## src/rtl/tx_frame_writer_pkg.sv

```systemverilog
// Shared definitions for the TX frame writer: Gray-coded FSM states, default sync byte, frame tags.
// TX_FRAME_CHECKSUM_EN adds the CSUM state.
package tx_frame_writer_pkg;

  localparam logic [7:0] SYNC_BYTE_DEF = 8'hA5;

  // Tags mirror the host command codes so replies can be matched to requests.
  localparam logic [7:0] TAG_CCD_LINE = 8'h01;
  localparam logic [7:0] TAG_ADC_BURST = 8'h02;
  localparam logic [7:0] TAG_STATUS = 8'h03;
  localparam logic [7:0] TAG_ECHO = 8'h7E;

  // Gray sequence along the normal frame path, one bit flip per step.
  typedef enum logic [3:0] {
    ST_IDLE      = 4'b0000,
    ST_SYNC      = 4'b0001,
    ST_TAG       = 4'b0011,
    ST_LEN_LO    = 4'b0010,
    ST_LEN_HI    = 4'b0110,
    ST_WAIT_WORD = 4'b0111,
    ST_PAY_BYTE  = 4'b0101,
`ifdef TX_FRAME_CHECKSUM_EN
    ST_CSUM      = 4'b0100,
`endif
    ST_DONE      = 4'b1100
  } state_t;

  function automatic logic is_summed(state_t s);
    return (s == ST_TAG) || (s == ST_LEN_LO) || (s == ST_LEN_HI) || (s == ST_PAY_BYTE);
  endfunction

endpackage

```

## src/rtl/tx_frame_writer_if.sv

```systemverilog
// Upstream word stream and TX FIFO write port of the frame writer.
// slave = the writer itself, master = whatever drives it.
interface tx_frame_writer_if #(parameter int DATA_BYTES = 2);
  logic                    in_valid;
  logic [8*DATA_BYTES-1:0] in_data;
  logic                    in_ready;
  logic [7:0]              fifo_wdata;
  logic                    fifo_winc;
  logic                    fifo_wfull;

  modport slave  (input in_valid, in_data, fifo_wfull,
                  output in_ready, fifo_wdata, fifo_winc);
  modport master (output in_valid, in_data, fifo_wfull,
                  input in_ready, fifo_wdata, fifo_winc);
endinterface

```

## src/rtl/tx_byte_emit.sv

```systemverilog
// Byte-to-FIFO handshake: presents the FSM's current byte and strobes winc only when not full.
// Purely combinational; the FSM holds the byte steady while stalled.
module tx_byte_emit (
  input  logic       byte_valid,
  input  logic [7:0] byte_data,
  output logic       byte_taken,
  input  logic       fifo_wfull,
  output logic [7:0] fifo_wdata,
  output logic       fifo_winc
);
  logic w_winc;

  assign w_winc     = byte_valid & ~fifo_wfull;
  assign fifo_winc  = w_winc;
  assign byte_taken = w_winc;
  assign fifo_wdata = byte_valid ? byte_data : 8'h00;
endmodule

```

## src/rtl/tx_frame_writer.sv

```systemverilog
// Frames a burst of upstream words as SYNC, TAG, LEN_LO, LEN_HI, payload (LSB first) [, CSUM].
// Define TX_FRAME_CHECKSUM_EN to append the modulo-256 checksum byte.
module tx_frame_writer
  import tx_frame_writer_pkg::*;
#(
  parameter int         DATA_BYTES = 2,
  parameter int         LEN_WIDTH  = 16,
  parameter logic [7:0] SYNC_BYTE  = SYNC_BYTE_DEF
) (
  input  logic                 clk,
  input  logic                 rst,
  input  logic                 start,
  input  logic [7:0]           tag,
  input  logic [LEN_WIDTH-1:0] length,
  output logic                 busy,
  output logic                 done,
  tx_frame_writer_if.slave     bus
);
  localparam int SHW = 8 * DATA_BYTES;
  localparam int BIW = (DATA_BYTES > 1) ? $clog2(DATA_BYTES) : 1;
  localparam int LW  = (LEN_WIDTH < 16) ? LEN_WIDTH : 16;

`ifdef TX_FRAME_CHECKSUM_EN
  localparam state_t ST_TAIL = ST_CSUM;
`else
  localparam state_t ST_TAIL = ST_DONE;
`endif

  state_t               r_state, w_next;
  logic [7:0]           r_tag;
  logic [LEN_WIDTH-1:0] r_len;
  logic [LEN_WIDTH-1:0] r_words;
  logic [SHW-1:0]       r_shift;
  logic [BIW-1:0]       r_bidx;
`ifdef TX_FRAME_CHECKSUM_EN
  logic [7:0]           r_csum;
`endif

  logic       w_byte_valid, w_byte_taken, w_hs, w_last_byte;
  logic [7:0] w_byte_data;
  logic [15:0] w_len16;

  // Length field is always two bytes; narrower counters are zero-extended.
  assign w_len16     = 16'(r_len[LW-1:0]);
  assign w_hs        = (r_state == ST_WAIT_WORD) & bus.in_valid;
  assign w_last_byte = (r_bidx == BIW'(DATA_BYTES - 1));

  always_ff @(posedge clk) begin
    if (rst) r_state <= ST_IDLE;
    else     r_state <= w_next;
  end

  always_comb begin
    w_next       = r_state;
    w_byte_valid = 1'b0;
    w_byte_data  = 8'h00;
    bus.in_ready = 1'b0;
    busy         = (r_state != ST_IDLE);
    done         = 1'b0;
    case (r_state)
      ST_IDLE: if (start) w_next = ST_SYNC;
      ST_SYNC: begin
        w_byte_valid = 1'b1;
        w_byte_data  = SYNC_BYTE;
        if (w_byte_taken) w_next = ST_TAG;
      end
      ST_TAG: begin
        w_byte_valid = 1'b1;
        w_byte_data  = r_tag;
        if (w_byte_taken) w_next = ST_LEN_LO;
      end
      ST_LEN_LO: begin
        w_byte_valid = 1'b1;
        w_byte_data  = w_len16[7:0];
        if (w_byte_taken) w_next = ST_LEN_HI;
      end
      ST_LEN_HI: begin
        w_byte_valid = 1'b1;
        w_byte_data  = w_len16[15:8];
        if (w_byte_taken) w_next = (r_len == '0) ? ST_TAIL : ST_WAIT_WORD;
      end
      ST_WAIT_WORD: begin
        bus.in_ready = 1'b1;
        if (bus.in_valid) w_next = ST_PAY_BYTE;
      end
      ST_PAY_BYTE: begin
        w_byte_valid = 1'b1;
        w_byte_data  = r_shift[7:0];
        if (w_byte_taken && w_last_byte)
          w_next = (r_words != '0) ? ST_WAIT_WORD : ST_TAIL;
      end
`ifdef TX_FRAME_CHECKSUM_EN
      ST_CSUM: begin
        w_byte_valid = 1'b1;
        w_byte_data  = r_csum;
        if (w_byte_taken) w_next = ST_DONE;
      end
`endif
      ST_DONE: begin
        done   = 1'b1;
        w_next = ST_IDLE;
      end
      default: w_next = ST_IDLE;
    endcase
  end

  always_ff @(posedge clk) begin
    if (rst) begin
      r_tag   <= 8'h00;
      r_len   <= '0;
      r_words <= '0;
      r_shift <= '0;
      r_bidx  <= '0;
`ifdef TX_FRAME_CHECKSUM_EN
      r_csum  <= 8'h00;
`endif
    end else begin
      if (r_state == ST_IDLE && start) begin
        r_tag   <= tag;
        r_len   <= length;
        r_words <= length;
`ifdef TX_FRAME_CHECKSUM_EN
        r_csum  <= 8'h00;
`endif
      end
      if (w_hs) begin
        r_shift <= bus.in_data;
        r_bidx  <= '0;
        r_words <= r_words - 1'b1;
      end
      if (r_state == ST_PAY_BYTE && w_byte_taken) begin
        r_shift <= r_shift >> 8;
        r_bidx  <= r_bidx + 1'b1;
      end
`ifdef TX_FRAME_CHECKSUM_EN
      if (w_byte_taken && is_summed(r_state)) r_csum <= r_csum + w_byte_data;
`endif
    end
  end

  tx_byte_emit u_emit (
    .byte_valid (w_byte_valid),
    .byte_data  (w_byte_data),
    .byte_taken (w_byte_taken),
    .fifo_wfull (bus.fifo_wfull),
    .fifo_wdata (bus.fifo_wdata),
    .fifo_winc  (bus.fifo_winc)
  );

endmodule

```

## src/flat_wrapper.sv

```systemverilog
// flat-port wrapper written by rule: the top's interface ports become plain ports
module tx_frame_writer_flat import tx_frame_writer_pkg::*;
#(
  parameter int         DATA_BYTES = 2,
  parameter int         LEN_WIDTH  = 16,
  parameter logic [7:0] SYNC_BYTE  = SYNC_BYTE_DEF
)
  (clk, rst, start, tag, length, busy, done, bus_in_valid, bus_in_data, bus_fifo_wfull, bus_in_ready, bus_fifo_wdata, bus_fifo_winc);
  tx_frame_writer_if #(.DATA_BYTES(DATA_BYTES)) bus_i ();
  input  logic clk;
  input  logic rst;
  input  logic start;
  input  logic [7:0] tag;
  input  logic [LEN_WIDTH-1:0] length;
  output logic busy;
  output logic done;
  input wire logic [$bits(bus_i.in_valid)-1:0] bus_in_valid;
  input wire logic [$bits(bus_i.in_data)-1:0] bus_in_data;
  input wire logic [$bits(bus_i.fifo_wfull)-1:0] bus_fifo_wfull;
  output wire logic [$bits(bus_i.in_ready)-1:0] bus_in_ready;
  output wire logic [$bits(bus_i.fifo_wdata)-1:0] bus_fifo_wdata;
  output wire logic [$bits(bus_i.fifo_winc)-1:0] bus_fifo_winc;
  assign bus_i.in_valid = bus_in_valid;
  assign bus_i.in_data = bus_in_data;
  assign bus_i.fifo_wfull = bus_fifo_wfull;
  assign bus_in_ready = bus_i.in_ready;
  assign bus_fifo_wdata = bus_i.fifo_wdata;
  assign bus_fifo_winc = bus_i.fifo_winc;
  tx_frame_writer #(.DATA_BYTES(DATA_BYTES), .LEN_WIDTH(LEN_WIDTH), .SYNC_BYTE(SYNC_BYTE)) u_core (.clk(clk), .rst(rst), .start(start), .tag(tag), .length(length), .busy(busy), .done(done), .bus(bus_i));
endmodule
```

## config.mk

```make
export PLATFORM = sky130hd
export DESIGN_NAME = tx_frame_writer_flat
export DESIGN_NICKNAME = d
export VERILOG_FILES = /design/src/rtl/tx_frame_writer_pkg.sv /design/src/rtl/tx_frame_writer_if.sv /design/src/rtl/tx_byte_emit.sv /design/src/rtl/tx_frame_writer.sv /design/src/flat_wrapper.sv
export SDC_FILE = /design/constraint.sdc
export NUM_CORES = 1
export LEC_CHECK = 0
export BUFFER_PORTS_ARGS = -buffer_cell sky130_fd_sc_hd__buf_2
export CAP_MARGIN = 20
export CORE_MARGIN = 3
export CORE_UTILIZATION = 52
export CTS_BUF_LIST = sky130_fd_sc_hd__clkbuf_2 sky130_fd_sc_hd__clkbuf_4 sky130_fd_sc_hd__clkbuf_8
export CTS_CLUSTER_SIZE = 14
export DETAILED_ROUTE_END_ITERATION = 10
export PLACE_DENSITY_LB_ADDON = 0.3
export SETUP_SLACK_MARGIN = 0.1
export SLEW_MARGIN = 5
export SYNTH_ARGS = -nofsm -noshare
export SYNTH_HDL_FRONTEND = slang
export SYNTH_HIERARCHICAL = 1
export SYNTH_SLANG_ARGS = --single-unit
```

## constraint.sdc

```tcl
create_clock -name clk -period 1.9 [get_ports clk]
set_input_delay 0 -clock clk [delete_from_list [all_inputs] [get_ports clk]]
set_output_delay 0 -clock clk [all_outputs]
set_load 0.005 [all_outputs]
```

**After elaboration in Yosys (flattened, before gate mapping)**

Cells that the tools add are included.

- Word-level logic and storage cells: 59
- Output and inout bits: 12
- Flip-flop bits (word level): 61

- Multiplexer cells: 21
- Reduce and logical (&&, ||, !) cells: 12
- Eq/ne operators: 14
- Bitwise logic cells: 3
- Add/subtract/negate cells: 2

Operator list:

| cell | number |
|---|---|
| case mux 8 bit (5 select lines) | 1 |
| two-way mux 4 bit | 9 |
| two-way mux 16 bit | 2 |
| case mux 4 bit (7 select lines) | 1 |
| two-way mux 8 bit | 3 |
| zero test 16 bit | 1 |
| nonzero test 16 bit | 1 |
| subtractor 16 x 1 -> 16 bit, second input constant | 1 |
| == test 4 x 3 -> 1 bit, second input constant | 3 |
| != test 2 x 1 -> 1 bit, second input constant | 5 |
| == test 4 x 2 -> 1 bit, second input constant | 2 |
| AND reduction 7 bit | 1 |
| two-way mux 1 bit | 5 |
| OR reduction 5 bit | 1 |
| == test 4 x 1 -> 1 bit, second input constant | 1 |
| == test 4 bit, second input constant | 1 |
| zero test 4 bit | 1 |
| != test 2 bit, second input constant | 2 |
| nonzero test 2 bit | 2 |
| nonzero test 4 bit | 1 |
| logical AND 1 bit | 3 |
| AND 1 bit | 2 |
| OR reduction 2 bit | 1 |
| adder 1 bit, second input constant | 1 |
| inverter 1 bit | 1 |

**Logic depth before layout (Yosys ltp)**

- Depth in word-level cells: 7
- Depth in mapped cells: 9
- Mapped depth without buffers: 8

**By module**

The synthesis kept the hierarchy.

Modules (own cells, without submodules):

| module | times used | area each (µm²) | cells each |
|---|---|---|---|
| tx_frame_writer | 1 | 3016.6 | 387 |
| tx_byte_emit | 1 | 76.3 | 10 |

**Worst setup path after synthesis**

No wires, ideal clock.

- Path type: register to register
- Start: reg u_core.r_state[0]
- End: reg u_core.r_state[3]
- Stages on the path, launching flop included: 9
- Setup time: 61 ps
- Arrival: 1989 ps
- Slack: -150 ps
- Buffers on the path: 1
- Data required time: 1839 ps
- Clock period less this slack: 2050 ps
- Cells stage by stage: dfxtp_1 clkbuf_1 nor2_1 nor3_1 and2b_2 nand2_1 o211ai_1 and3_1 and4_1

- Word-level cells in the longest chain between the ends: 7
- Elaborated cells on any way between the ends: 20

RTL lines:

| what | RTL line | text |
|---|---|---|
| from (decl) | tx_frame_writer.sv:29 | `state_t r_state, w_next;` |
| from (signal assigned) | tx_frame_writer.sv:50 | `else r_state <= w_next;` |
| == test 4 x 1 -> 1 bit (tied with other cells) | tx_frame_writer.sv:60 | `case (r_state)` |
| OR reduction 5 bit (no line) * | -- |  |
| two-way mux 1 bit * | tx_frame_writer.sv:60 |  |
| net u_core.w_byte_valid | tx_frame_writer.sv:39 | `logic w_byte_valid, w_byte_taken, w_hs, w_last_byte;` |
| AND 1 bit * | tx_byte_emit.sv:13 | `assign w_winc = byte_valid & ~fifo_wfull;` |
| net u_core.w_byte_taken | tx_frame_writer.sv:39 |  |
| logical AND 1 bit | tx_frame_writer.sv:89 | `if (w_byte_taken && w_last_byte)` |
| != test 2 x 1 -> 1 bit (no line) | -- |  |
| AND reduction 7 bit (no line) * | -- |  |

Mark *: on every way through the listed nets, which the timed path passes. The rest lies on a longest branch.
A chain may end at the register's enable or synchronous reset.

**Final worst setup path**

- Start: reg u_core.r_state[0]
- End: reg u_core.r_words[5]

- Word-level cells in the longest chain between the ends: 3
- Elaborated cells on any way between the ends: 6

RTL lines:

| what | RTL line | text |
|---|---|---|
| == test 4 x 3 -> 1 bit / zero test 4 bit (equally long branches) | tx_frame_writer.sv:45, tx_frame_writer.sv:118 |  |
| AND 1 bit / logical AND 1 bit (equally long branches) | tx_frame_writer.sv:45, tx_frame_writer.sv:118 |  |
| two-way mux 16 bit / nonzero test 2 bit (equally long branches) | -- |  |
| to (signal assigned) | tx_frame_writer.sv:121 | `r_words <= length;` |
| to (signal assigned) | tx_frame_writer.sv:129 | `r_words <= r_words - 1'b1;` |
| to (decl) | tx_frame_writer.sv:32 | `logic [LEN_WIDTH-1:0] r_words;` |

Parallel ways exist; a longest one is shown, timed or not.

==> results.tsv <==
metric	value	unit
run_status	finished, violations left	
violated_checks	negative setup slack	
crit_path_end_kind	register	
leading_post_synthesis_cells_by_instance_count	nand2_1, dfxtp_1, a21oi_1	
clockBufferDepth	2	
post_layout_util	82.08	%
portion_of_synthesized_cell_area_occupied_by_the_leading_cell_type	39.48	%
io-pin-count	57	
via_count	3961	
cts_sinks	61	
clock_tree_from_tritoncts	yes	
timing.rr.end	u_core/r_words[5]	
clkPwrFrac	28.3	%
port_buffers	56	
finalSetupTns	-39.67	ps
antennaDiodeCount	0	
seqPwrFrac	34.0	%
place.gp.congestion	0.9755	
r2r-start	u_core/r_state[0]	
dieHeight	83.13	µm
placementRows	27	
fp.coreArea	5642	µm²
intPower	3.029	mW
cellLeakagePower	1.839	nW
pwr-share-comb	37.6	%
final.hold.worst_slack	25.77	ps
hold_path.class	primary input to register	
netlist_top_cells_area	dfxtp_1, nand2_1, a21oi_1	
first_pass_iters	6	
start_util	54.82	%
skew	16.05	ps
first_global_vias	3479	
netlist_instances	397	
post_drt_via_cell_ratio	6.558	
post_synth.cell_area_avg	7.791	µm²
post-route-min-period	1921	ps
number_of_flops_mapped_to_enable_cells_by_yosys	0	
powerDensity	1026	nW/µm²
rrSetupSlack	-20	ps
yosys_warnings	6	
wirelength	12360	µm
antenna_found_initial	0	
synth_top_flop_cell	dfxtp_1	
worst_slew_pin_slew	581.2	ps
cts_buffers	9	
postRouteAntennaNets	0	
flow.area_growth_from_synthesis	49.72	%
setup_repair_after_global_routing_missed_its_margin	true	
drive_gt1_share	33.08	%
cp_data_required_time	2160	ps
synth_top_cell_by_area	dfxtp_1	
routedWlPerCell	20.47	µm
fmaxAchievable	0.5204	GHz
arrival	2180	ps
grt_first_pass_wirelength	16750	µm
clk_root_buffer_cell	clkbuf_8	
cp-start-kind	register	
synth_nets	444	
worst_setup_hold_path_clk_slew	80	ps
dp_hpwl	6455	µm
crit_path_end	u_core/r_words[5]	
max-cap-violations	0	
setup_viol	2	
grt_max_degree	26	
yosys_register_bits	61	
timing_worst_setup_path_type	register to register	
overflow	0	
nets_final	574	
pre_cts_slack	29.78	ps
timing_hold_violations_final	0	
design.die.area	6910	µm²
largest_fanout_of_any_net_on_the_critical_path	7	
dieWidth	83.13	µm
yosys.cell_count.top_type	nand2_1	
reg2reg_depth	8	
fin_total_pwr	4.751	mW
worst_slack	-21.47	ps
final.fill_count	296	
grt_util_all_layers	29.62	%
p_sw_share	36.24	%
switching_power	1.722	mW
final.period_utilization	101.1	%
final-max-slew-violation-count	0	
synth_sequential_area_ratio	39.48	%
synth.lib_cells_used.distinct	57	
crit_start	u_core/r_state[0]	
asyncSetResetFlopFracSynth	0	%
cts.htree.levels	3	
clock_latency	340	ps
drt_first_iter_violations	701	
post_synth_instance_area	3093	µm²
drc	0	
max_slew_margin	61.26	%
max-vdd-ir-drop	641.7	µV
-- per-stage QoR --
stage,cells,area (µm²)
CTS,590,4359
floorplan,397,3109
global placement,526,3592
finish,604,4631
global route,604,4631
detailed placement,526,3592
-- worst min-delay path by stage --
stage	start	endpoint	depth (start not counted)	slack [ps]
finish	length[13]	u_core/r_len[13]	3	30
global route	length[13]	u_core/r_len[13]	3	20
CTS	length[13]	u_core/r_words[13]	3	2
detailed placement	bus_in_data[12]	u_core/r_shift[12]	3	250
global placement	tag[4]	u_core/r_tag[4]	3	240
floorplan	bus_in_data[10]	u_core/r_shift[10]	2	140
-- power groups by stage --
| stage | Sequential [mW] | Clock [mW] | Combinational, mW |
|---|---|---|---|
| after floorplan | 1.56 | 0 | 0.789 |
| after global placement | 1.58 | 0 | 1.22 |
| after detailed placement | 1.59 | 0 | 1.24 |
| after CTS | 1.57 | 1.34 | 1.42 |
| after global routing | 1.62 | 1.40 | 1.86 |
| final | 1.62 | 1.35 | 1.79 |
-- layer usage --
| metal | track usage (%) | part of all wire [%] | up-vias |
|---|---|---|---|
| met5 | 0 | 0 | - |
| met4 | 12.93 | 6.9 | 0 |
| met3 | 7.440 | 11 | 110 |
| met2 | 48.91 | 46 | 381 |
| met1 | 36.45 | 36 | 1779 |
| li1 | - | - | 1691 |
-- repair_timing --
action                     4_1_cts  5_1_grt
hold endpoints to repair        49        0
pin swaps                        1       13
resized for setup               18       43
setup buffers                    9       14
hold buffers                    39        0
setup endpoints to repair       25       65
-- critical path, stage by stage (launching register included) --
cell	delay, ps
dfxtp_4	400
buf_6	120
buf_4	130
nand4b_4	170
inv_4	120
nand4_1	230
buf_4	250
or2_2	270
a31oi_1	160
-- state kept, by name, summed over array words and instances (netlist names) --
register / count
u_core/r_state: 4
u_core/r_tag: 8
u_core/r_shift: 16
u_core/r_words: 16
u_core/r_bidx: 1
u_core/r_len: 16
-- area by class of cell --
| type | instances | area [µm²] | area share (%) |
|---|---|---|---|
| Tap cell | 72 | 90.09 | 1.945 |
| Clock inverter | 5 | 83.83 | 1.810 |
| Clock buffer | 11 | 145.1 | 3.134 |
| Timing Repair Buffer | 143 | 1136 | 24.53 |
| Inverter | 11 | 43.79 | 0.9457 |
| Sequential cell | 61 | 1234 | 26.64 |
| Multi-Input combinational cell | 301 | 1898 | 40.99 |
-- layout by cell type (no fill, tap or decap), drive strengths merged, types with 3 or more instances in the layout --
cell type    instances
o21a                 3
a21oi               38
nor3                 7
a22oi               13
nand3               11
nand2               98
buf                104
and2                 9
nand4                6
or3                  4
dfxtp               61
a32oi                5
o21ai               11
dlygate4sd3         39
o211ai               4
nor2                20
nor2b                3
clkbuf              11
nor4                 8
nand2b               6
inv                 11
or2                  3
a311oi               9
or4                  3
a31oi               12
-- cells by family after synthesis --
logic type	Yosys count	synth area share, %
buf+inv	35	4.693
simple gates	188	30.91
flops	61	39.48
fa+ha+maj	2	0.8089
compound gates	109	23.42
mux	2	0.6877
Power figures use the tool's default switching activity.
